**src/rtl/vga_timing_ctrl.sv**
```systemverilog
// VGA timing generator with run/stop on frame boundaries and a flag pipeline
// that lines sync/blanking up with pixel data returned by a latent source.
module vga_timing_ctrl #(
    parameter int H_ACTIVE    = 640,
    parameter int H_FP        = 16,
    parameter int H_SYNC      = 96,
    parameter int H_BP        = 48,
    parameter int V_ACTIVE    = 480,
    parameter int V_FP        = 10,
    parameter int V_SYNC      = 2,
    parameter int V_BP        = 33,
    parameter bit HSYNC_POL   = 1'b0,
    parameter bit VSYNC_POL   = 1'b0,
    parameter int COLOR_BITS  = 4,
    parameter int PIX_LATENCY = 2,
    localparam int H_TOTAL    = H_ACTIVE + H_FP + H_SYNC + H_BP,
    localparam int V_TOTAL    = V_ACTIVE + V_FP + V_SYNC + V_BP,
    localparam int X_W        = $clog2(H_TOTAL),
    localparam int Y_W        = $clog2(V_TOTAL)
) (
    input  logic                    i_clk25m,
    input  logic                    i_rstn_clk25m,
    input  logic                    i_en,
    input  logic [3*COLOR_BITS-1:0] i_pixel_data,
    output logic [X_W-1:0]          o_VGA_x,
    output logic [Y_W-1:0]          o_VGA_y,
    output logic [COLOR_BITS-1:0]   o_VGA_red,
    output logic [COLOR_BITS-1:0]   o_VGA_green,
    output logic [COLOR_BITS-1:0]   o_VGA_blue,
    output logic                    o_VGA_hsync,
    output logic                    o_VGA_vsync,
    output logic                    o_VGA_video,
    output logic                    o_sof,
    output logic [15:0]             o_frame_cnt
);

    typedef enum logic {ST_IDLE, ST_RUN} state_t;

    localparam logic [X_W-1:0] H_LAST    = X_W'(H_TOTAL - 1);
    localparam logic [Y_W-1:0] V_LAST    = Y_W'(V_TOTAL - 1);
    // One extra bit so window ends equal to the total still fit.
    localparam logic [X_W:0]   H_ACT_END = (X_W+1)'(H_ACTIVE);
    localparam logic [X_W:0]   HS_BEG    = (X_W+1)'(H_ACTIVE + H_FP);
    localparam logic [X_W:0]   HS_END    = (X_W+1)'(H_ACTIVE + H_FP + H_SYNC);
    localparam logic [Y_W:0]   V_ACT_END = (Y_W+1)'(V_ACTIVE);
    localparam logic [Y_W:0]   VS_BEG    = (Y_W+1)'(V_ACTIVE + V_FP);
    localparam logic [Y_W:0]   VS_END    = (Y_W+1)'(V_ACTIVE + V_FP + V_SYNC);

    state_t         state_reg, state_next;
    logic [X_W-1:0] h_reg, h_next;
    logic [Y_W-1:0] v_reg, v_next;
    logic [15:0]    frame_cnt_reg, frame_cnt_next;

    logic           line_end;
    logic           frame_end;
    assign line_end  = (h_reg == H_LAST);
    assign frame_end = line_end && (v_reg == V_LAST);

    always_ff @(posedge i_clk25m or negedge i_rstn_clk25m) begin
        if (!i_rstn_clk25m) begin
            state_reg     <= ST_IDLE;
            h_reg         <= '0;
            v_reg         <= '0;
            frame_cnt_reg <= '0;
        end else begin
            state_reg     <= state_next;
            h_reg         <= h_next;
            v_reg         <= v_next;
            frame_cnt_reg <= frame_cnt_next;
        end
    end

    always_comb begin
        state_next     = state_reg;
        h_next         = h_reg;
        v_next         = v_reg;
        frame_cnt_next = frame_cnt_reg;
        case (state_reg)
            ST_IDLE: begin
                h_next = '0;
                v_next = '0;
                if (i_en) begin
                    state_next = ST_RUN;
                end
            end
            ST_RUN: begin
                if (frame_end) begin
                    h_next         = '0;
                    v_next         = '0;
                    frame_cnt_next = frame_cnt_reg + 16'd1;
                    // Stop is only honoured here so a frame is never cut short.
                    if (!i_en) begin
                        state_next = ST_IDLE;
                    end
                end else if (line_end) begin
                    h_next = '0;
                    v_next = v_reg + 1'b1;
                end else begin
                    h_next = h_reg + 1'b1;
                end
            end
            default: state_next = ST_IDLE;
        endcase
    end

    logic           running;
    logic [X_W:0]   h_ext;
    logic [Y_W:0]   v_ext;
    logic [3:0]     raw_flags;
    logic [3:0]     dly_flags;

    assign running = (state_reg == ST_RUN);
    assign h_ext   = {1'b0, h_reg};
    assign v_ext   = {1'b0, v_reg};

    // Flag order: {sof, vsync_active, hsync_active, video}
    assign raw_flags[0] = running && (h_ext < H_ACT_END) && (v_ext < V_ACT_END);
    assign raw_flags[1] = running && (h_ext >= HS_BEG) && (h_ext < HS_END);
    assign raw_flags[2] = running && (v_ext >= VS_BEG) && (v_ext < VS_END);
    assign raw_flags[3] = running && (h_reg == '0) && (v_reg == '0);

    genvar gi;
    generate
        for (gi = 0; gi < PIX_LATENCY; gi++) begin : g_dly
            logic [3:0] stage_reg;
            if (gi == 0) begin : g_first
                always_ff @(posedge i_clk25m or negedge i_rstn_clk25m) begin
                    if (!i_rstn_clk25m) begin
                        stage_reg <= '0;
                    end else begin
                        stage_reg <= raw_flags;
                    end
                end
            end else begin : g_chain
                always_ff @(posedge i_clk25m or negedge i_rstn_clk25m) begin
                    if (!i_rstn_clk25m) begin
                        stage_reg <= '0;
                    end else begin
                        stage_reg <= g_dly[gi-1].stage_reg;
                    end
                end
            end
        end
        if (PIX_LATENCY == 0) begin : g_nodly
            assign dly_flags = raw_flags;
        end else begin : g_tap
            assign dly_flags = g_dly[PIX_LATENCY-1].stage_reg;
        end
    endgenerate

    logic [3*COLOR_BITS-1:0] color_reg;
    logic                    hsync_reg;
    logic                    vsync_reg;
    logic                    video_reg;
    logic                    sof_reg;

    always_ff @(posedge i_clk25m or negedge i_rstn_clk25m) begin
        if (!i_rstn_clk25m) begin
            color_reg <= '0;
            hsync_reg <= ~HSYNC_POL;
            vsync_reg <= ~VSYNC_POL;
            video_reg <= 1'b0;
            sof_reg   <= 1'b0;
        end else begin
            color_reg <= dly_flags[0] ? i_pixel_data : '0;
            hsync_reg <= dly_flags[1] ? HSYNC_POL : ~HSYNC_POL;
            vsync_reg <= dly_flags[2] ? VSYNC_POL : ~VSYNC_POL;
            video_reg <= dly_flags[0];
            sof_reg   <= dly_flags[3];
        end
    end

    assign o_VGA_x     = h_reg;
    assign o_VGA_y     = v_reg;
    assign o_VGA_red   = color_reg[3*COLOR_BITS-1 -: COLOR_BITS];
    assign o_VGA_green = color_reg[2*COLOR_BITS-1 -: COLOR_BITS];
    assign o_VGA_blue  = color_reg[COLOR_BITS-1 -: COLOR_BITS];
    assign o_VGA_hsync = hsync_reg;
    assign o_VGA_vsync = vsync_reg;
    assign o_VGA_video = video_reg;
    assign o_sof       = sof_reg;
    assign o_frame_cnt = frame_cnt_reg;

endmodule

```
**config.mk**
```make
export PLATFORM = sky130hd
export DESIGN_NAME = vga_timing_ctrl
export DESIGN_NICKNAME = d
export VERILOG_FILES = /design/src/rtl/vga_timing_ctrl.sv
export SDC_FILE = /design/constraint.sdc
export NUM_CORES = 1
export LEC_CHECK = 0
export ABC_CLOCK_PERIOD_IN_PS = 4300
export CAP_MARGIN = 20
export CORE_AREA = 3 3 78 80
export CTS_CLUSTER_SIZE = 12
export DETAILED_ROUTE_END_ITERATION = 10
export DIE_AREA = 0 0 81 83
export PLACE_DENSITY = 0.79
export SLEW_MARGIN = 5
export SYNTH_ARGS = -nofsm -noshare
export SYNTH_HDL_FRONTEND = slang
export SYNTH_SLANG_ARGS = --single-unit
```
**constraint.sdc**
```tcl
create_clock -name i_clk25m -period 4.3 [get_ports i_clk25m]
set_input_delay 1.075 -clock i_clk25m [delete_from_list [all_inputs] [get_ports i_clk25m]]
set_output_delay 1.075 -clock i_clk25m [all_outputs]
set_load 0.01 [all_outputs]
```
# Word level (Yosys, flattened, before mapping)

Cells that the tools add are included.

Add/subtract/negate cells: 3
Magnitude comparators: 6
Equal/unequal tests: 3
Muxes and demuxes: 12
Bitwise logic cells: 1
Reduce and logical (&&, ||, !) cells: 12

Operators with widths:

| kind                  | number |
|---|---|
| $mux 10               | 4 |
| $pmux 10 s2           | 2 |
| $add 10x1->10 const B | 2 |
| $eq 10x10->1 const B  | 2 |
| $logic_not 10->1      | 2 |
| $lt 10x10->1 const B  | 2 |
| $lt 10x9->1 const B   | 2 |
| $add 16x1->16 const B | 1 |
| $mux 12               | 1 |
| $ge 10x10->1 const B  | 1 |
| $ge 10x9->1 const B   | 1 |
| $logic_and 1x1->1     | 9 |
| $mux 1                | 4 |
| $ne 3x1->1 const B    | 1 |
| $pmux 1 s2            | 1 |
| $reduce_and 2->1      | 1 |
| $not 1->1             | 1 |

Flip-flop bits (word level): 61
Bits of input ports: 15

# Logic depth before layout (Yosys ltp)

Gate-level depths: netlist (run 1).

Word-level depth: 4
Gate-level depth with buffers: 7

# Worst setup path after synthesis (run 1)

OpenSTA, ideal clock, no wires.

Kind: reg-to-reg
Start: register h_reg[0] (netlist: o_VGA_x[0])
End: register frame_cnt_reg[8] (netlist: o_frame_cnt[8])
Library setup time: 0.126 ns
Arrival: 1.817 ns
Data required time: 4.174 ns
Setup slack: 2.357 ns
Cell stages (with the launch flop): 7
Buffers on the path: 1
Period minus slack after synthesis: 1.943 ns
Cell sequence: dfrtp_1 > ha_1 > and4_1 > nand3_1 > buf_6 > or4_4 > xnor2_2

Word-level cells in the longest chain between the ends: 3

RTL lines:

| what                       | RTL line | source |
|---|---|---|
| start: declaration         | 50       | `logic [X_W-1:0] h_reg, h_next;` |
| start signal: assignment   | 67       | `h_reg <= h_next;` |
| $eq 10x10->1               | 56       | `assign line_end = (h_reg == H_LAST);` |
| $logic_and 1x1->1          | 57       | `assign frame_end = line_end && (v_reg == V_LAST);` |
| $reduce_and 2->1 (no line) | -        |  |
| end signal: assignment     | 69       | `frame_cnt_reg <= frame_cnt_next;` |
| end: declaration           | 52       | `logic [15:0] frame_cnt_reg, frame_cnt_next;` |

Every way passes these cells.
A chain may end at the register's enable or synchronous reset.

# Worst setup path in the final report (run 1)

Start: register h_reg[7] (netlist: o_VGA_x[7])
End: output port o_VGA_x[7]

RTL lines:

| what             | RTL line | source |
|---|---|---|
| end: declaration | 25       | `output logic [X_W-1:0] o_VGA_x,` |

No word-level cell between the ends.

==> results.txt, run 1 <==
----------------------------------------------------
[Status]
  Outcome ... finished, final reports clean

[Critical path]
  Arrival time reported for the critical path endpoint ... 1.49 ns
  Critical Path End Type ... primary output
  Buf/Inv on CP ... 1
  Maximum fanout along the worst path ... 9
  Endpoint of the lowest-slack register-to-register path ... o_frame_cnt[8]$_DFFE_PN0P_
  Worst EP required ... around 3.2 ns
  CP max stage delay ... 0.61 ns
  Worst path top cell family by delay ... buffers and inverters
  Reg-to-Reg Start ... o_VGA_x[0]$_DFF_PN0_
  CP Launch Type ... flop
  Kind of critical path ... flop to primary output
  Launching instance or port of the critical path ... o_VGA_x[7]$_DFF_PN0_
  Critical path depth in cells ... 1
  Cell depth of the worst flop-to-flop path ... 5
  Flop2flop setup slack ... 1.91 ns
  Cell at the slowest stage of the critical path ... clkdlybuf4s50_1
  Worst path cell trace ... clkdlybuf4s50_1
  Capture point of the critical path ... o_VGA_x[7]

[Pwr]
  Part of the power in the clock network ... a little over two fifths
  Pint ... between 0.8 and 0.9 mW
  Leakage ... 1.528 nW
  Maximum vdd ir drop ... between 0.15 and 0.2 mV
  Switching component of the power ... ~0.23 mW
  Power density over the cells ... 309.4 nW/um2
  Gate power share ... 3.8%
  Final total power ... 1.110 mW
  Sequential share of power ... 52.3%
  Switching share of power ... 20.50%

[Final layout]
  Final-layout fill cell count ... ~440
  Cell area after layout ... 3588 um2
  Antenna cells ... 0
  Net count of the finished layout ... ~330
  Layout cells sized above 1 ... 7.837%
  Number of flip-flops in the largest register ... 16
  Area growth from synthesis to layout ... 33.21%

[Global routing]
  Maximum number of pins on one net before global-route repair ... 44
  Remaining global-route overflow ... 0
  Via count of the first global-routing pass ... 2108
  First-pass GRT wire length ... 9.853 mm
  Initial antenna violation count ... 0
  Aggregate global-route resource usage ... 18.89%

[Placed design]
  Detail Placement HPWL ... 4.306 mm
  Post-DP Area ... 3397 um2
  Total of buffers placed on input and output ports ... 66
  Weighted congestion reported at the end of routability-driven placement ... 0.8170

[Logic synthesis]
  Top cell type's share of synthesized area ... 54.81%
  Mapped Area ... around 2700 um2
  Compound-Gate Fraction of Synth Area ... approximately 4.1%
  Mean post-synth cell area ... 10.95 um2
  Number of flops mapped to enable cells by yosys ... 0
  Top post-synthesis cells by count ... dfrtp_1 (59), nand3_1 (17), and2_1 (16)
  Post-synthesis simple-gate area fraction ... 25.31%
  Most used flip-flop cell after synthesis ... dfrtp_1
  Nets in the synthesized netlist ... 266
  Most frequent cell after synthesis ... dfrtp_1
  Share of flip-flops with an asynchronous set or reset after synthesis ... 100.0%
  Largest area contributor in the netlist ... dfrtp_1
  Post-Synthesis Cells ... 246
  Multiplexer fraction of the synthesized cell area ... less than 1%
  Number of different library cells in the post-synthesis netlist ... 40
  Arithmetic-cell share of the synthesized area counting full adders, half adders and majority gates ... 2.322%
  Proportion of synthesized chip area in sequential cells ... 56.76%
  Xor/xnor cell area share of the yosys netlist ... 7.431%
  Yosys synthesis warning count ... 0
  Main combinational cell family by area after synthesis ... simple AND/OR/NAND/NOR gates
  Synthesis-stage register bit count ... 61
  Synth area leaders ... dfrtp_1 (55%), xor2_1 (3.9%), and2_1 (3.7%)

[Timing]
  Final number of setup-violating endpoints ... 0
  Pin slew with the least headroom to its limit ... 0.9002 ns
  Worst-case headroom to the max-slew limit ... 39.99%
  Final-report hold violation count ... 0
  Max-slew violation count ... 0
  Setup repair after global routing missed its margin ... no
  Shortest clock period the worst path allows after layout ... 2.566 ns
  Post-route clock period utilization ... 59.68%
  Layout Skew ... between 0.004 and 0.005 ns
  Highest attainable clock frequency ... just under 400 MHz
  Total negative slack ... 0 ns

[Min path]
  Type of the most critical hold path ... flop to flop
  Origin of the worst min-delay path ... g_dly[0].stage_reg[1]$_DFF_PN0_

[Route]
  Number of vias after detailed routing ... 2089
  Vias/cell ... about 5.3
  Post-DRT Antenna Nets ... 0
  Number of violations reported at the end of detailed-routing iteration 0 ... approximately 160
  WL per Instance ... 15.18 um
  Final wirelength ... 5.936 mm
  Post-detailed-route DRC marker count ... 0
  Initial DRT Pass Iterations ... 4

[Run]
  Max-cap check violation count ... 0

[Clock network]
  Number of buffers added to fix hold violations after cts ... 0
  H-tree depth ... 3
  Clk Tree Root Cell ... clkbuf_8
  Count of cells resized by post-cts repair ... 0
  Clock insertion delay at the later pin of the skew report ... 0.33 ns
  Number of clock buffers inserted by TritonCTS ... 9
  Count of clock tree sinks ... ~60
  Setup fix buffers added after clock tree synthesis ... 0
  Clk pin slew, worst setup/hold paths ... 0.06 ns
  Number of buffers on the longest clock path ... 2
  Clock tree from TritonCTS ... built

[Floorplan]
  Boundary Pins ... 67
  Die footprint ... 6723 um2
  Starting utilization of the core area ... 49.22%
  Height of the chip ... 83 um
  Placeable core region ... ~5500 um2
  Floorplan die width ... between 80 and 90 um
  Row cnt ... 27

----------------------------------------------------
-- final cells by class --
cell class / count / area [um2] / area share (%)
inverter: 10 / 37.54 / 1.046
multi-input combinational: 165 / 1077 / 30.02
clock buffer: 11 / 141.4 / 3.940
timing repair buffer: 67 / 663.1 / 18.48
tap: 72 / 90.09 / 2.510
sequential: 61 / 1529 / 42.61
clock inverter: 5 / 50.05 / 1.395
-- layer usage --
metal  track usage (%)  vias to the layer above  part of all wire (%)
li1                  -                     1004                     -
met1             24.22                     1001                    43
met2             29.57                       74                    48
met3             4.989                       10                   7.0
met4             8.602                        0                   1.6
met5                 0                        -                     0
-- power groups by stage --
stage	combinational [mW]	sequential (mW)	clock, mW
5_1_grt	0.0466	0.581	0.535
4_1_cts	0.0435	0.581	0.500
6_report	0.0420	0.581	0.487
3_5_place_dp	0.0433	0.591	0
3_3_place_gp	0.0424	0.591	0
2_1_floorplan	0.00394	0.595	0
-- placed cells by master, fill, tap and decap left out, types with 4 or more instances in the layout --
master and n:
clkbuf_8 10, nand4_1 11, xnor2_1 9, ha_1 5, nand2_1 14, nor2_1 11
clkdlybuf4s50_1 65, and4_1 5, o21ai_0 7, nand3_1 17, or4_1 5, dfrtp_1 59
a21oi_1 10, clkinv_2 4, xor2_1 12, nor4_1 7, inv_1 9, nor3_1 8
and2_1 16, or3_1 6, and3_1 6
-- how the worst min path moves through the flow --
| stage | end | slack [ns] | cells after the start |
|---|---|---|---|
| floorplan | dly_flags[0]$_DFF_PN0_ | 0.33 | 0 |
| global placement | dly_flags[2]$_DFF_PN0_ | 0.33 | 0 |
| detailed placement | dly_flags[1]$_DFF_PN0_ | 0.34 | 0 |
| CTS | dly_flags[1]$_DFF_PN0_ | 0.35 | 0 |
| global route | dly_flags[1]$_DFF_PN0_ | 0.36 | 0 |
| finish | dly_flags[1]$_DFF_PN0_ | 0.35 | 0 |
-- logic make-up after synthesis --
family,Yosys count
xor+xnor,22
flops,61
mux,2
compound gates,21
buf+inv,20
simple gates,115
fa+ha+maj,5
-- through the flow --
step,util (%),hold WS (ns),setup slack (ns),instances
finish,65.57,0.3493,1.734,391
global route,65.57,0.3615,1.672,391
CTS,65.57,0.3494,1.709,391
detailed placement,62.07,0.3395,1.911,375
global placement,62.07,0.3321,1.982,375
floorplan,-,0.3312,2.357,246
(Power assumes the default switching activity.)
==> run 2, diff against run 1 <==
Settings changed: ABC_CLOCK_PERIOD_IN_PS 4300 to 2680, CORE_AREA 3 3 78 80 to 3 3 79 81, DIE_AREA 0 0 81 83 to 0 0 82 84, PLACE_DENSITY 0.79 to 0.77.
Clock period 4.3 ns to 2.68 ns, I/O delays scaled along.
==> run 2 against run 1 <==
Compared with the run above: critical endpoint unchanged; final area up 2.2%; highest routed layer unchanged; clock power increased by 100%; worst hold slack worse by 0.077 ns; setup slack got worse by 1.2 ns; cell count is 1.0% higher; critical path depth unchanged; flip-flop and latch count unchanged; sequential share of layout area shrank 0.92 points; combinational power up 62%.
==> results.txt, run 2 (synthesis results as in run 1) <==
----------------------------------------------------
[Timing]
  Worst hold margin ... 0.2727 ns (was 0.3493 ns)
  Post-route clock period utilization ... between 80% and 90%
  Total negative slack ... 0 ns (unchanged)
  Final number of setup-violating endpoints ... 0 (unchanged)
  Layout Skew ... 0.01022 ns (was 0.004312 ns)
  Pin slew with the least headroom to its limit ... 0.8437 ns (was 0.9002 ns)
  Max-slew violation count ... 0 (unchanged)
  Final-report hold violation count ... 0 (unchanged)
  Highest attainable clock frequency ... between 400 and 500 MHz
  Worst-case headroom to the max-slew limit ... 43.49% (was 39.99%)
  Shortest clock period the worst path allows after layout ... 2.163 ns
  Setup repair after global routing missed its margin ... no (unchanged)

[Final layout]
  Area growth from synthesis to layout ... 36.14% (was 33.21%)
  Number of flip-flops in the largest register ... 16 (unchanged)
  Post-route non-filler standard cell count ... 395 (was 391)
  Antenna cells ... 0 (unchanged)
  Net count of the finished layout ... 338 (was 334)
  Most common library cell in the layout ignoring fill and taps ... clkdlybuf4s50_1 (unchanged)
  Final-layout fill cell count ... 438 (was 443)
  Commonest cells after routing, fill and taps aside ... clkdlybuf4s50_1 (65), dfrtp_1 (59), nand3_1 (17), and2_1 (16), nand2_1 (14) (unchanged)
  Layout cells sized above 1 ... 8.669% (was 7.837%)
  Cell area after layout ... 3667 um2 (was 3588 um2)

[Route]
  Vias/cell ... 5.397 (was 5.343)
  Post-detailed-route DRC marker count ... 0 (unchanged)
  Number of vias after detailed routing ... 2132 (was 2089)
  Number of violations reported at the end of detailed-routing iteration 0 ... 116 (was 164)
  Final wirelength ... 5.821 mm (was 5.936 mm)
  Initial DRT Pass Iterations ... 4 (unchanged)
  WL per Instance ... 14.74 um (was 15.18 um)
  Post-DRT Antenna Nets ... 0 (unchanged)

[Min path]
  Type of the most critical hold path ... input pin to asynchronous set/reset pin (was flop to flop)

[Run]
  Max-cap check violation count ... 0 (unchanged)

[Floorplan]
  Row cnt ... 27 (unchanged)
  Height of the chip ... 84 um (was 83 um)
  Floorplan die width ... 82 um (was 81 um)
  Die footprint ... 6888 um2 (was 6723 um2)
  Starting utilization of the core area ... 48.62% (was 49.22%)
  Placeable core region ... 5540 um2 (was 5473 um2)
  Boundary Pins ... 67 (unchanged)

[Clock network]
  Count of clock tree sinks ... 61 (unchanged)
  H-tree depth ... 3 (unchanged)
  Clk Tree Root Cell ... clkbuf_8 (unchanged)
  Clk pin slew, worst setup/hold paths ... 0.06 ns (about the same)
  Number of clock buffers inserted by TritonCTS ... 9 (unchanged)
  Clock insertion delay at the later pin of the skew report ... 0.32 ns (was 0.33 ns)
  Number of buffers on the longest clock path ... 2 (unchanged)
  Clock tree from TritonCTS ... built (unchanged)
  Count of cells resized by post-cts repair ... 0 (unchanged)
  Setup fix buffers added after clock tree synthesis ... 0 (unchanged)
  Number of buffers added to fix hold violations after cts ... 0 (unchanged)

[Critical path]
  CP Launch Type ... flop (unchanged)
  Worst path cell trace ... clkdlybuf4s50_1 (unchanged)
  Kind of critical path ... flop to primary output (unchanged)
  Cell at the slowest stage of the critical path ... clkdlybuf4s50_1 (unchanged)
  Worst EP required ... 2.01 ns (was 3.22 ns)
  CP max stage delay ... 0.61 ns (about the same)
  Maximum fanout along the worst path ... 9 (unchanged)
  Arrival time reported for the critical path endpoint ... 1.49 ns (about the same)
  Worst path top cell family by delay ... buffers and inverters (unchanged)
  Buf/Inv on CP ... 1 (unchanged)
  Critical Path End Type ... primary output (unchanged)

[Pwr]
  Power density over the cells ... 538.7 nW/um2 (was 309.4 nW/um2)
  Maximum vdd ir drop ... 0.3867 mV (was 0.1956 mV)
  Leakage ... 1.565 nW (was 1.528 nW)

[Global routing]
  Maximum number of pins on one net before global-route repair ... 28 (was 44)
  Aggregate global-route resource usage ... 18.54% (was 18.89%)
  Remaining global-route overflow ... 0 (unchanged)
  Initial antenna violation count ... 0 (unchanged)
  Via count of the first global-routing pass ... 2084 (was 2108)
  First-pass GRT wire length ... 9.846 mm (was 9.853 mm)

[Placed design]
  Total of buffers placed on input and output ports ... 66 (unchanged)
  Weighted congestion reported at the end of routability-driven placement ... 0.8590 (was 0.8170)
  Detail Placement HPWL ... 4.146 mm (was 4.306 mm)
  Post-Place Cells ... 379 (was 375)
  Post-DP Area ... 3427 um2 (was 3397 um2)

[Status]
  Outcome ... finished, final reports clean (unchanged)

----------------------------------------------------
-- run 2: cell types whose count changed in the layout (fill, tap and decap cells not counted), sizes merged --
cell and delta:
clkinv -3, buf +4, bufinv +2, clkbuf +1
-- run 2: routing by layer --
| metal | track usage, % | vias to the layer above | share of wire [%] |
|---|---|---|---|
| li1 | - | 1012 | - |
| met1 | 23.37 | 1025 | 42 |
| met2 | 28.14 | 80 | 47 |
| met3 | 5.940 | 15 | 8.6 |
| met4 | 9.366 | 0 | 2.3 |
| met5 | 0 | - | 0 |
-- run 2: area by class of cell --
type / instances / area, um2 / area share (%)
clock inverters: 4 / 95.09 / 2.593
flip-flops and latches: 61 / 1529 / 41.69
clock buffers: 12 / 145.1 / 3.958
inverters: 10 / 37.54 / 1.024
multi-input cells: 165 / 1077 / 29.38
repair buffers: 71 / 693.2 / 18.90
well taps: 72 / 90.09 / 2.456
-- run 2: worst reg2reg max path, stage by stage (launching register included) --
cell     delay [ns]
dfrtp_1        0.41
ha_1           0.21
and4_1         0.28
nand3_1        0.29
buf_4          0.29
or3_1          0.39
xnor2_1        0.13
-- run 2: path summary, 6_finish.rpt --
kind	depth (start not counted)	slack [ns]	from	to
max	1	0.52	o_VGA_x[7]$_DFF_PN0_	o_VGA_x[7]
min	1	0.27	i_rstn_clk25m	color_reg[11]$_DFF_PN0_
max reg2reg	6	0.55	o_VGA_x[0]$_DFF_PN0_	o_frame_cnt[11]$_DFFE_PN0P_
min reg2reg	0	0.35	g_dly[0].stage_reg[3]$_DFF_PN0_	dly_flags[3]$_DFF_PN0_
max in group asynchronous	2	1.71	i_rstn_clk25m	o_frame_cnt[6]$_DFFE_PN0P_
min in group i_clk25m	0	0.35	g_dly[0].stage_reg[3]$_DFF_PN0_	dly_flags[3]$_DFF_PN0_
-- run 2: report_power, final --
part | internal (mW) | switching (mW)
combinational | 0.0388 | 0.0293
clock | 0.643 | 0.333
sequential | 0.930 | 0.00215
total | 1.61 | 0.364
-- run 2: metrics by stage --
stage / total power, mW / setup slack (ns) / util [%]
2_1_floorplan: 0.9611 / 0.7369 / -
3_3_place_gp: 1.018 / 0.6097 / 61.86
3_5_place_dp: 1.019 / 0.5592 / 61.86
4_1_cts: 2.000 / 0.4929 / 66.19
5_1_grt: 2.051 / 0.3155 / 66.19
6_report: 1.976 / 0.5174 / 66.19
==> run 3, diff against run 2 <==
Settings changed: ABC_CLOCK_PERIOD_IN_PS 2680 to 1900, CORE_AREA 3 3 79 81 to 3 3 83 85, DIE_AREA 0 0 82 84 to 0 0 86 88, PLACE_DENSITY 0.77 to 0.73.
Clock period 2.68 ns to 1.9 ns, I/O delays scaled along.
==> run 3 against run 2 <==
Compared with the run above: global-route usage rose by 0.37 points; critical endpoint is now o_frame_cnt[11]$_DFFE_PN0P_; clock power is 22% higher; clock skew decreased by 0.0036 ns; register-to-register slack lost 0.53 ns; sequential power is 42% higher; flip-flop and latch count unchanged; setup slack got worse by 0.50 ns; final area grew 12%; combinational power rose by 45%; via count increased by 8.3%; utilization is 1.0 points lower; sequential share of layout area shrank 4.3 points.
==> results.txt, run 3 (synthesis results as in run 1) <==
----------------------------------------------------
[Critical path]
  Reg-to-Reg Start ... o_VGA_x[7]$_DFF_PN0_ (was o_VGA_x[0]$_DFF_PN0_)
  Worst EP required ... 2.12 ns (was 2.01 ns)
  Critical path depth in cells ... 7 (was 1)
  Kind of critical path ... flop to flop (was flop to primary output)
  Buf/Inv on CP ... 3 (was 1)
  Cell depth of the worst flop-to-flop path ... 7 (was 6)
  Worst path most repeated cell ... buf_6
  Arrival time reported for the critical path endpoint ... 2.11 ns (was 1.49 ns)
  Worst path cell trace ... buf_6 > nor4b_4 > buf_4 > nand3_4 > buf_6 > or3_4 > xnor2_1 (was clkdlybuf4s50_1)
  CP Launch Type ... flop (unchanged)
  Worst path top cell family by delay ... simple AND/OR/NAND/NOR gates (was buffers and inverters)
  Cell at the slowest stage of the critical path ... dfrtp_1 (was clkdlybuf4s50_1)
  Critical Path End Type ... flop (was primary output)
  Launching instance or port of the critical path ... o_VGA_x[7]$_DFF_PN0_ (unchanged)
  CP max stage delay ... 0.40 ns (was 0.61 ns)
  Maximum fanout along the worst path ... 8 (was 9)

[Floorplan]
  Placeable core region ... 6277 um2 (was 5540 um2)
  Die footprint ... 7568 um2 (was 6888 um2)
  Floorplan die width ... 86 um (was 82 um)
  Boundary Pins ... 67 (unchanged)
  Starting utilization of the core area ... 42.91% (was 48.62%)
  Height of the chip ... 88 um (was 84 um)
  Row cnt ... 29 (was 27)

[Timing]
  Layout Skew ... 0.006627 ns (was 0.01022 ns)
  Final Worst Setup Slack ... 0.01534 ns (was 0.5174 ns)
  Final number of setup-violating endpoints ... 0 (unchanged)
  Highest attainable clock frequency ... 530.6 MHz
  Setup repair after global routing missed its margin ... yes (was no)
  Pin slew with the least headroom to its limit ... 0.3899 ns (was 0.8437 ns)
  Max-slew violation count ... 0 (unchanged)
  Post-route clock period utilization ... between 90% and 100%
  Final-report hold violation count ... 0 (unchanged)
  Shortest clock period the worst path allows after layout ... 1.885 ns
  Worst-case headroom to the max-slew limit ... 73.64% (was 43.49%)

[Global routing]
  Aggregate global-route resource usage ... 18.91% (was 18.54%)
  Initial antenna violation count ... 0 (unchanged)
  Maximum number of pins on one net before global-route repair ... 62 (was 28)
  First-pass GRT wire length ... 10.93 mm (was 9.846 mm)
  Via count of the first global-routing pass ... 2370 (was 2084)
  Remaining global-route overflow ... 0 (unchanged)

[Pwr]
  Power density over the cells ... 636.0 nW/um2 (was 538.7 nW/um2)
  Final total power ... 2.602 mW (was 1.976 mW)
  Leakage ... 1.958 nW (was 1.565 nW)
  Maximum vdd ir drop ... 0.4946 mV (was 0.3867 mV)

[Route]
  Post-DRT Antenna Nets ... 0 (unchanged)
  Vias/cell ... 5.274 (was 5.397)
  Number of violations reported at the end of detailed-routing iteration 0 ... 152 (was 116)
  Number of vias after detailed routing ... 2310 (was 2132)
  Initial DRT Pass Iterations ... 4 (unchanged)
  Post-detailed-route DRC marker count ... 0 (unchanged)
  WL per Instance ... 15.38 um (was 14.74 um)
  Final wirelength ... 6.738 mm (was 5.821 mm)

[Placed design]
  Detail Placement HPWL ... 4.687 mm (was 4.146 mm)
  Total of buffers placed on input and output ports ... 66 (unchanged)
  DP Worst Slack ... 0.05970 ns (was 0.5592 ns)
  Weighted congestion reported at the end of routability-driven placement ... 0.9251 (was 0.8590)

[Final layout]
  Commonest cells after routing, fill and taps aside ... dfrtp_1 (57), clkdlybuf4s50_1 (51), buf_4 (39), and2_1 (16), nand3_1 (16) (was clkdlybuf4s50_1 (65), dfrtp_1 (59), nand3_1 (17), and2_1 (16), nand2_1 (14))
  Layout cells sized above 1 ... 23.55% (was 8.669%)
  Final-layout fill cell count ... 497 (was 438)
  Antenna cells ... 0 (unchanged)
  Net count of the finished layout ... 376 (was 338)
  Most common library cell in the layout ignoring fill and taps ... dfrtp_1 (was clkdlybuf4s50_1)
  Area growth from synthesis to layout ... 51.88% (was 36.14%)
  Number of flip-flops in the largest register ... 16 (unchanged)

[Status]
  Outcome ... finished, final reports clean (unchanged)

[Clock network]
  Clk Tree Root Cell ... clkbuf_8 (unchanged)
  Number of buffers added to fix hold violations after cts ... 0 (unchanged)
  Clock insertion delay at the later pin of the skew report ... 0.34 ns (was 0.32 ns)
  H-tree depth ... 3 (unchanged)
  Clk pin slew, worst setup/hold paths ... 0.07 ns (was 0.06 ns)
  Count of clock tree sinks ... 61 (unchanged)
  Clock tree from TritonCTS ... built (unchanged)
  Number of buffers on the longest clock path ... 2 (unchanged)
  Number of clock buffers inserted by TritonCTS ... 9 (unchanged)

[Min path]
  Type of the most critical hold path ... input pin to asynchronous set/reset pin (unchanged)

[Run]
  Max-cap check violation count ... 0 (unchanged)

----------------------------------------------------
run 3: cell types whose count changed in the layout (fill, tap and decap cells not counted), sizes merged:
cell           change
buf               +38
dlymetal6s2s      +12
clkbuf             +1
clkdlybuf4s50     -14
clkinvlp           +1
bufinv             -2
dlygate4sd2        +2
run 3: worst paths after layout:
path / to / slack, ns
max in group asynchronous: o_VGA_hsync$_DFF_PN1_ / 1.46
worst min-delay path: color_reg[11]$_DFF_PN0_ / 0.14
worst max register to register: o_frame_cnt[11]$_DFFE_PN0P_ / 0.02
worst max-delay path: o_frame_cnt[11]$_DFFE_PN0P_ / 0.02
min in group i_clk25m: dly_flags[3]$_DFF_PN0_ / 0.35
worst min register to register: dly_flags[3]$_DFF_PN0_ / 0.35
run 3: final cells by class:
| cell class | count | area (um2) | area share, % |
|---|---|---|---|
| sequential | 61 | 1531 | 37.43 |
| inverter | 10 | 37.54 | 0.9174 |
| multi-input combinational | 165 | 1191 | 29.11 |
| tap | 77 | 96.34 | 2.355 |
| clock buffer | 13 | 168.9 | 4.128 |
| timing repair buffer | 109 | 1023 | 25.02 |
| clock inverter | 3 | 42.54 | 1.040 |
run 3: where the power goes:
| group | total (mW) | internal [mW] | switching (mW) |
|---|---|---|---|
| clock network | 1.19 | 0.711 | 0.478 |
| registers | 1.32 | 1.31 | 0.00302 |
| logic | 0.0985 | 0.0565 | 0.0421 |
| total | 2.60 | 2.08 | 0.523 |
run 3: what timing repair did:
action,4_1_cts,5_1_grt
setup buffers,4,7
pin swaps,0,6
cloned,0,1
setup endpoints to repair,7,28
gates resized for setup,3,32
run 3: metal layers:
layer	global-route usage, %	up-vias	part of all wire [%]
met4	10.65	0	3.4
met2	30.62	85	49
li1	-	1084	-
met3	4.798	21	6.8
met5	0	-	0
met1	23.09	1120	41
run 3: through the flow:
stage | setup TNS, ns | hold WS (ns) | utilization (%) | std cells | cell area, um2
4_1_cts | 0 | 0.1411 | 62.01 | 430 | 3892
3_5_place_dp | 0 | 0.3347 | 58.18 | 410 | 3652
3_3_place_gp | 0 | 0.3323 | 58.18 | 410 | 3652
5_1_grt | -0.2895 | 0.1555 | 65.18 | 438 | 4091
2_1_floorplan | 0 | 0.1794 | - | 246 | 2705
6_report | 0 | 0.1380 | 65.18 | 438 | 4091
